`config.mk`:
```
export PLATFORM = sky130hd
export DESIGN_NAME = dcache_controller
export DESIGN_NICKNAME = d
export VERILOG_FILES = /design/src/rtl/dcache_pkg.sv /design/src/rtl/dcache_data_array.sv /design/src/rtl/dcache_controller.sv
export SDC_FILE = /design/constraint.sdc
export NUM_CORES = 2
export LEC_CHECK = 0
export CORE_MARGIN = 2
export CORE_UTILIZATION = 45
export CTS_CLUSTER_DIAMETER = 200
export DETAILED_ROUTE_END_ITERATION = 7
export SYNTH_ARGS = -nofsm -noshare
export SYNTH_HDL_FRONTEND = slang
export SYNTH_MEMORY_MAX_BITS = 65536
export SYNTH_SLANG_ARGS = --single-unit
```
`constraint.sdc`:
```
create_clock -name clk_i -period 8.1 [get_ports clk_i]
set_input_delay 2.025 -clock clk_i [delete_from_list [all_inputs] [get_ports clk_i]]
set_output_delay 2.025 -clock clk_i [all_outputs]
set_load 0.02 [all_outputs]
```
`src/rtl/dcache_pkg.sv`:
```
// ==== dcache_pkg: shared types and address-field helpers for the data cache == rev 1.0 ====
`default_nettype none

package dcache_pkg;

  localparam int OFFSET_W   = 5;
  localparam int WORD_SEL_W = 3;
  localparam int LINE_W_DEF = 256;

  typedef enum logic [1:0] {
    IDLE      = 2'd0,
    WRITEBACK = 2'd1,
    ALLOCATE  = 2'd2,
    DONE      = 2'd3
  } state_e;

  function automatic logic [31:0] addr_idx(input logic [31:0] a, input int idx_w);
    return (a >> OFFSET_W) & ((32'd1 << idx_w) - 32'd1);
  endfunction

  function automatic logic [31:0] addr_tag(input logic [31:0] a, input int idx_w);
    return a >> (OFFSET_W + idx_w);
  endfunction

  function automatic logic [WORD_SEL_W-1:0] addr_word(input logic [31:0] a);
    return a[OFFSET_W-1:2];
  endfunction

endpackage

`default_nettype wire

```
`src/rtl/dcache_data_array.sv`:
```
// ==== dcache_data_array: SETS x LINE_W line storage, async read, line or word write == rev 1.0 ====
`default_nettype none

module dcache_data_array
  import dcache_pkg::*;
#(
  parameter int SETS   = 16,
  parameter int LINE_W = LINE_W_DEF,
  parameter int IDX_W  = $clog2(SETS)
) (
  input  logic                  clk_i,
  input  logic [IDX_W-1:0]      idx_i,
  output logic [LINE_W-1:0]     rline_o,
  input  logic                  fill_we_i,
  input  logic [LINE_W-1:0]     fill_line_i,
  input  logic                  word_we_i,
  input  logic [WORD_SEL_W-1:0] word_sel_i,
  input  logic [31:0]           word_i
);

  logic [LINE_W-1:0] mem_q [SETS];

  always_ff @(posedge clk_i) begin
    if (fill_we_i) begin
      mem_q[idx_i] <= fill_line_i;
    end else if (word_we_i) begin
      mem_q[idx_i][{word_sel_i, 5'b0} +: 32] <= word_i;
    end
  end

  assign rline_o = mem_q[idx_i];

endmodule

`default_nettype wire

```
`src/rtl/dcache_controller.sv`:
```
// ==== dcache_controller: direct-mapped write-back/write-allocate D-cache for the MEM stage == rev 1.0 ====
`default_nettype none

module dcache_controller
  import dcache_pkg::*;
#(
  parameter int SETS   = 16,
  parameter int LINE_W = LINE_W_DEF
) (
  input  logic              clk_i,
  input  logic              rst_i,
  input  logic              MemRead_i,
  input  logic              MemWrite_i,
  input  logic [31:0]       addr_i,
  input  logic [31:0]       wdata_i,
  output logic [31:0]       rdata_o,
  output logic              Miss_stall_o,
  output logic              mem_req_o,
  output logic              mem_we_o,
  output logic [31:0]       mem_addr_o,
  output logic [LINE_W-1:0] mem_wdata_o,
  input  logic [LINE_W-1:0] mem_rdata_i,
  input  logic              mem_ack_i
);

  localparam int IDX_W = $clog2(SETS);
  localparam int TAG_W = 32 - IDX_W - OFFSET_W;

  state_e            state_q;
  logic [SETS-1:0]   valid_q, dirty_q;
  logic [TAG_W-1:0]  tag_q [SETS];
  logic              mem_req_q, mem_we_q;
  logic [31:0]       mem_addr_q;
  logic [LINE_W-1:0] mem_wdata_q;

  logic [IDX_W-1:0]      idx;
  logic [TAG_W-1:0]      tag;
  logic [WORD_SEL_W-1:0] wsel;
  logic [LINE_W-1:0]     line_rd;
  logic                  req, hit, serve, word_we, fill_we;

  assign idx  = IDX_W'(addr_idx(addr_i, IDX_W));
  assign tag  = TAG_W'(addr_tag(addr_i, IDX_W));
  assign wsel = addr_word(addr_i);
  assign req  = MemRead_i | MemWrite_i;
  assign hit  = valid_q[idx] && (tag_q[idx] == tag);

  // DONE behaves as a hit on the freshly filled line, so both states share the access path.
  assign serve   = ((state_q == IDLE) || (state_q == DONE)) && hit;
  assign word_we = serve && MemWrite_i;
  assign fill_we = (state_q == ALLOCATE) && mem_ack_i;

  assign rdata_o      = (serve && MemRead_i && !MemWrite_i) ? line_rd[{wsel, 5'b0} +: 32] : 32'd0;
  assign Miss_stall_o = (state_q == WRITEBACK) || (state_q == ALLOCATE) ||
                        ((state_q == IDLE) && req && !hit);

  assign mem_req_o   = mem_req_q;
  assign mem_we_o    = mem_we_q;
  assign mem_addr_o  = mem_addr_q;
  assign mem_wdata_o = mem_wdata_q;

  dcache_data_array #(
    .SETS   (SETS),
    .LINE_W (LINE_W),
    .IDX_W  (IDX_W)
  ) u_data (
    .clk_i       (clk_i),
    .idx_i       (idx),
    .rline_o     (line_rd),
    .fill_we_i   (fill_we),
    .fill_line_i (mem_rdata_i),
    .word_we_i   (word_we),
    .word_sel_i  (wsel),
    .word_i      (wdata_i)
  );

  always_ff @(posedge clk_i) begin
    if (fill_we) begin
      tag_q[idx] <= tag;
    end
  end

  always_ff @(posedge clk_i or negedge rst_i) begin
    if (!rst_i) begin
      state_q     <= IDLE;
      valid_q     <= '0;
      dirty_q     <= '0;
      mem_req_q   <= 1'b0;
      mem_we_q    <= 1'b0;
      mem_addr_q  <= 32'd0;
      mem_wdata_q <= '0;
    end else begin
      case (state_q)
        IDLE: begin
          if (req && !hit) begin
            mem_req_q <= 1'b1;
            if (valid_q[idx] && dirty_q[idx]) begin
              state_q     <= WRITEBACK;
              mem_we_q    <= 1'b1;
              mem_addr_q  <= {tag_q[idx], idx, 5'b0};
              mem_wdata_q <= line_rd;
            end else begin
              state_q    <= ALLOCATE;
              mem_we_q   <= 1'b0;
              mem_addr_q <= {tag, idx, 5'b0};
            end
          end else if (word_we) begin
            dirty_q[idx] <= 1'b1;
          end
        end
        WRITEBACK: begin
          // Request stays up and turns directly into the fill of the missing line.
          if (mem_ack_i) begin
            state_q    <= ALLOCATE;
            mem_we_q   <= 1'b0;
            mem_addr_q <= {tag, idx, 5'b0};
          end
        end
        ALLOCATE: begin
          if (mem_ack_i) begin
            state_q      <= DONE;
            mem_req_q    <= 1'b0;
            valid_q[idx] <= 1'b1;
            dirty_q[idx] <= 1'b0;
          end
        end
        DONE: begin
          state_q <= IDLE;
          if (word_we) begin
            dirty_q[idx] <= 1'b1;
          end
        end
        default: state_q <= IDLE;
      endcase
    end
  end

endmodule

`default_nettype wire
```
==> flow_metrics.env <==
export IMPL_port_buffer_count=640
export IMPL_placementRows=236
export IMPL_cts_tree="done"
export IMPL_grtUsageTotal_pct=27.5
export IMPL_hp_start="valid_q[9]"
export IMPL_multi_input_area_sq_um=44300
export IMPL_finalCritPeriodShare_pct=98.7
export IMPL_required_ns=6.08
export IMPL_grt_pass1_wl_mm=789
export IMPL_clock_tree_buffer_depth=4
export IMPL_setup_violations=0
export IMPL_min_path_cells=1
export IMPL_synthCells=8081
export IMPL_routed_wirelength_mm=588
export IMPL_path_max_fanout=29
export IMPL_grt_antenna_before_repair=131
export IMPL_grt_max_degree=102
export IMPL_crit_arrival_ns=5.97
export IMPL_yosysSeqAreaShare_pct=75.9
export IMPL_worst_pin_slew_ns=1.24
export IMPL_gp_congestion=0.890
export IMPL_post_dp_cell_area_sq_um=205000
export IMPL_yosysWarnings=0
export IMPL_wl_per_cell_um=38.6
export IMPL_avgSynthCellArea_sq_um=23.2
export IMPL_ant_nets=0
export IMPL_maxSlewHeadroom_pct=16.8
export IMPL_ir_drop_mv=0.234
export IMPL_synthArstFlopShare_pct=6.67
export IMPL_synth_main_ff_cell="edfxtp_1"
export IMPL_start_util_pct=45.2
export IMPL_path_clk_slew_ns=0.06
export IMPL_worstSetupPathType="in2out"
export IMPL_vias_per_cell=6.17
export IMPL_fin_hold_ws_ns=0.474
export IMPL_rr_worst_depth=10
export IMPL_max_cap_violations=0
export IMPL_cp_end_kind="output port"
export IMPL_synth_distinct_cells=68
export IMPL_ff_latch_area_sq_um=142000
export IMPL_firstDrtPassIters=5
export IMPL_finalCriticalPeriod_ns=8.00
export IMPL_fin_nets=9558
export IMPL_root_buffer="clkbuf_16"
export IMPL_dieArea_sq_um=421000
export IMPL_fillers=31300
export IMPL_areaGrowthSynthToFinish_pct=18.2
export IMPL_io_pins=648
export IMPL_hold_path_class="reg2reg"
export IMPL_synth_edf_count=4464
export IMPL_fp_dieH_um=649
export IMPL_outcome="complete, no violations"
export IMPL_syn_area_sq_um=187000
export IMPL_cts_num_sinks=4783
export IMPL_synth_area_leaders="edfxtp_1 72%, mux4_2 17%, dfrtp_1 4.3%"
export IMPL_ys_seq_elements=4783
export IMPL_max_freq_ghz=0.125
export IMPL_vias=93900
export IMPL_setup_worst_path_start_class="primary input"
export IMPL_final_layout_size_suffix_gt1_share_pct=34.5
export IMPL_design_area_sq_um=221000
export IMPL_clock_latency_ns=1.03
export IMPL_drtIter0Drc=12200
export IMPL_remaining_drc_errors=0
export IMPL_final_max_slew_violation_count=0
export IMPL_whs_endpoint="valid_q[9]"
export IMPL_ctsHoldBuffers=0
export IMPL_core_area_sq_um=414000
export IMPL_r2r_end="u_data.mem_q[12][137]"
export IMPL_yosys_area_top_type="edfxtp_1"
export IMPL_grt_pass1_vias=92400
export IMPL_hold_viol_final=0
export IMPL_reg2reg_slack_ns=2.93
export IMPL_fin_skew_ns=0.0779
export IMPL_cts_htree_levels=5
export IMPL_overflow=0
export IMPL_power_leakage_nw=70.9
export IMPL_synth_top_area_share_pct=71.6
export IMPL_cts_buffers=475
export IMPL_rr_startpoint="tag_q[15][7]"
export IMPL_die_w_um=649
export IMPL_dpl_hpwl_mm=375
export IMPL_p_per_area_nw_per_um2=261
## final cells by class
type	instances	share of cell area [%]
flip-flops and latches	4783	64.2
diodes	136	0.154
inverters	25	0.0481
repair buffers	1115	5.53
multi-input cells	2825	20.0
well taps	5474	3.10
clock inverters	261	1.20
clock buffers	617	5.75
## critical path: stages
cell	delay [ns]
buf_16	0.22
buf_12	0.25
mux4_2	0.52
mux2i_1	0.13
mux2_2	0.18
xor2_1	0.34
nand3_1	0.21
nor4bb_2	0.38
and3_1	0.31
nand3_2	0.17
buf_12	0.21
a21oi_1	0.27
clkdlybuf4s50_1	0.67
## cells in the mapped netlist (9+ instances only)
cell type	n
edfxtp_1	4464
mux4_2	1427
mux2_2	513
dfrtp_1	319
clkbuf_1	271
nor2_1	218
nand2_1	146
buf_1	95
mux2i_1	84
and2_1	65
buf_2	55
a21oi_1	51
a31oi_1	32
a22oi_1	27
o21ai_0	26
inv_1	23
buf_4	22
nand2b_1	22
nor3_1	22
or2_2	18
nand3_1	16
xor2_1	14
mux2_1	12
a21o_1	10
nor2b_1	10
xnor2_1	10
buf_6	9
## cells by family (layout without fill, tap and decap cells)
logic type,Yosys count,count (layout),share of synthesized area (%)
fa+ha+maj,8,8,0.0535
other cells,1,141,0.00200
buf+inv,477,2018,1.07
compound gates,197,197,0.695
xor+xnor,24,24,0.112
flops,4783,4783,75.9
simple gates,555,555,1.36
mux,2036,2036,20.8
## sequential cells by signal, summed over array words and instances (netlist names), named ones only
| name | cells |
|---|---|
| mem_addr_o | 27 |
| mem_we_o | 1 |
| u_data.mem_q | 4096 |
| valid_q | 16 |
| mem_wdata_o | 256 |
| tag_q | 368 |
| state_q | 2 |
| mem_req_o | 1 |
## through the flow
stage	setup TNS (ns)	total power [mW]	setup WS [ns]	instances	utilization, %
after global placement	0	36.3	0.0368	14200	49.7
after CTS	0	58.0	0.134	15100	53.4
after floorplan	0	32.4	0.453	8085	-
after global routing	-0.000274	59.2	-0.000274	15200	53.4
final	0	57.7	0.103	15200	53.5
after detailed placement	-0.0610	36.4	-0.0384	14200	49.7
## report_power, final
| group | leakage, nW | switching [mW] | internal, mW |
|---|---|---|---|
| Combinational | 19.2 | 4.17 | 2.98 |
| Clock | 7.42 | 9.41 | 12.4 |
| Sequential | 44.3 | 0.621 | 28.1 |
## repair_timing
item	in CTS	in global routing
endpoints found under the setup margin	7	8
resized for setup	1	9
buffers inserted	0	0
pin swaps	0	0
## per-layer routing
metal / vias to the layer above / GRT usage [%] / share of wire, %
li1: 36800 / - / -
met1: 51000 / 34.8 / 36
met2: 5136 / 43.5 / 48
met3: 1019 / 6.19 / 9.1
met4: 38 / 17.2 / 7.1
met5: - / 0 / 0.085
## cell usage in the layout, fill, tap and decap left out, types with 65 or more instances in the layout
cell type        count
clkdlybuf4s50_1    608
nor2_4             144
diode_2            136
nor2_1              73
mux2_2             513
nand2_1            133
buf_12             182
mux2i_1             83
clkbuf_16          485
dfrtp_1            319
buf_4              314
mux4_2            1427
clkinv_2            72
and2_1              65
edfxtp_1          4464
clkbuf_1           124
clkinv_1            96
## worst max path at each step
stage,start,cells past startpoint,slack (ns),to
finish,addr_i[5],13,0.10,rdata_o[31]
global route,addr_i[5],14,-0.0003,rdata_o[15]
CTS,addr_i[5],15,0.13,rdata_o[9]
detailed placement,addr_i[8],15,-0.04,rdata_o[9]
global placement,addr_i[8],16,0.04,rdata_o[15]
floorplan,addr_i[5],14,0.45,rdata_o[10]
Power figures use the tool's default switching activity.
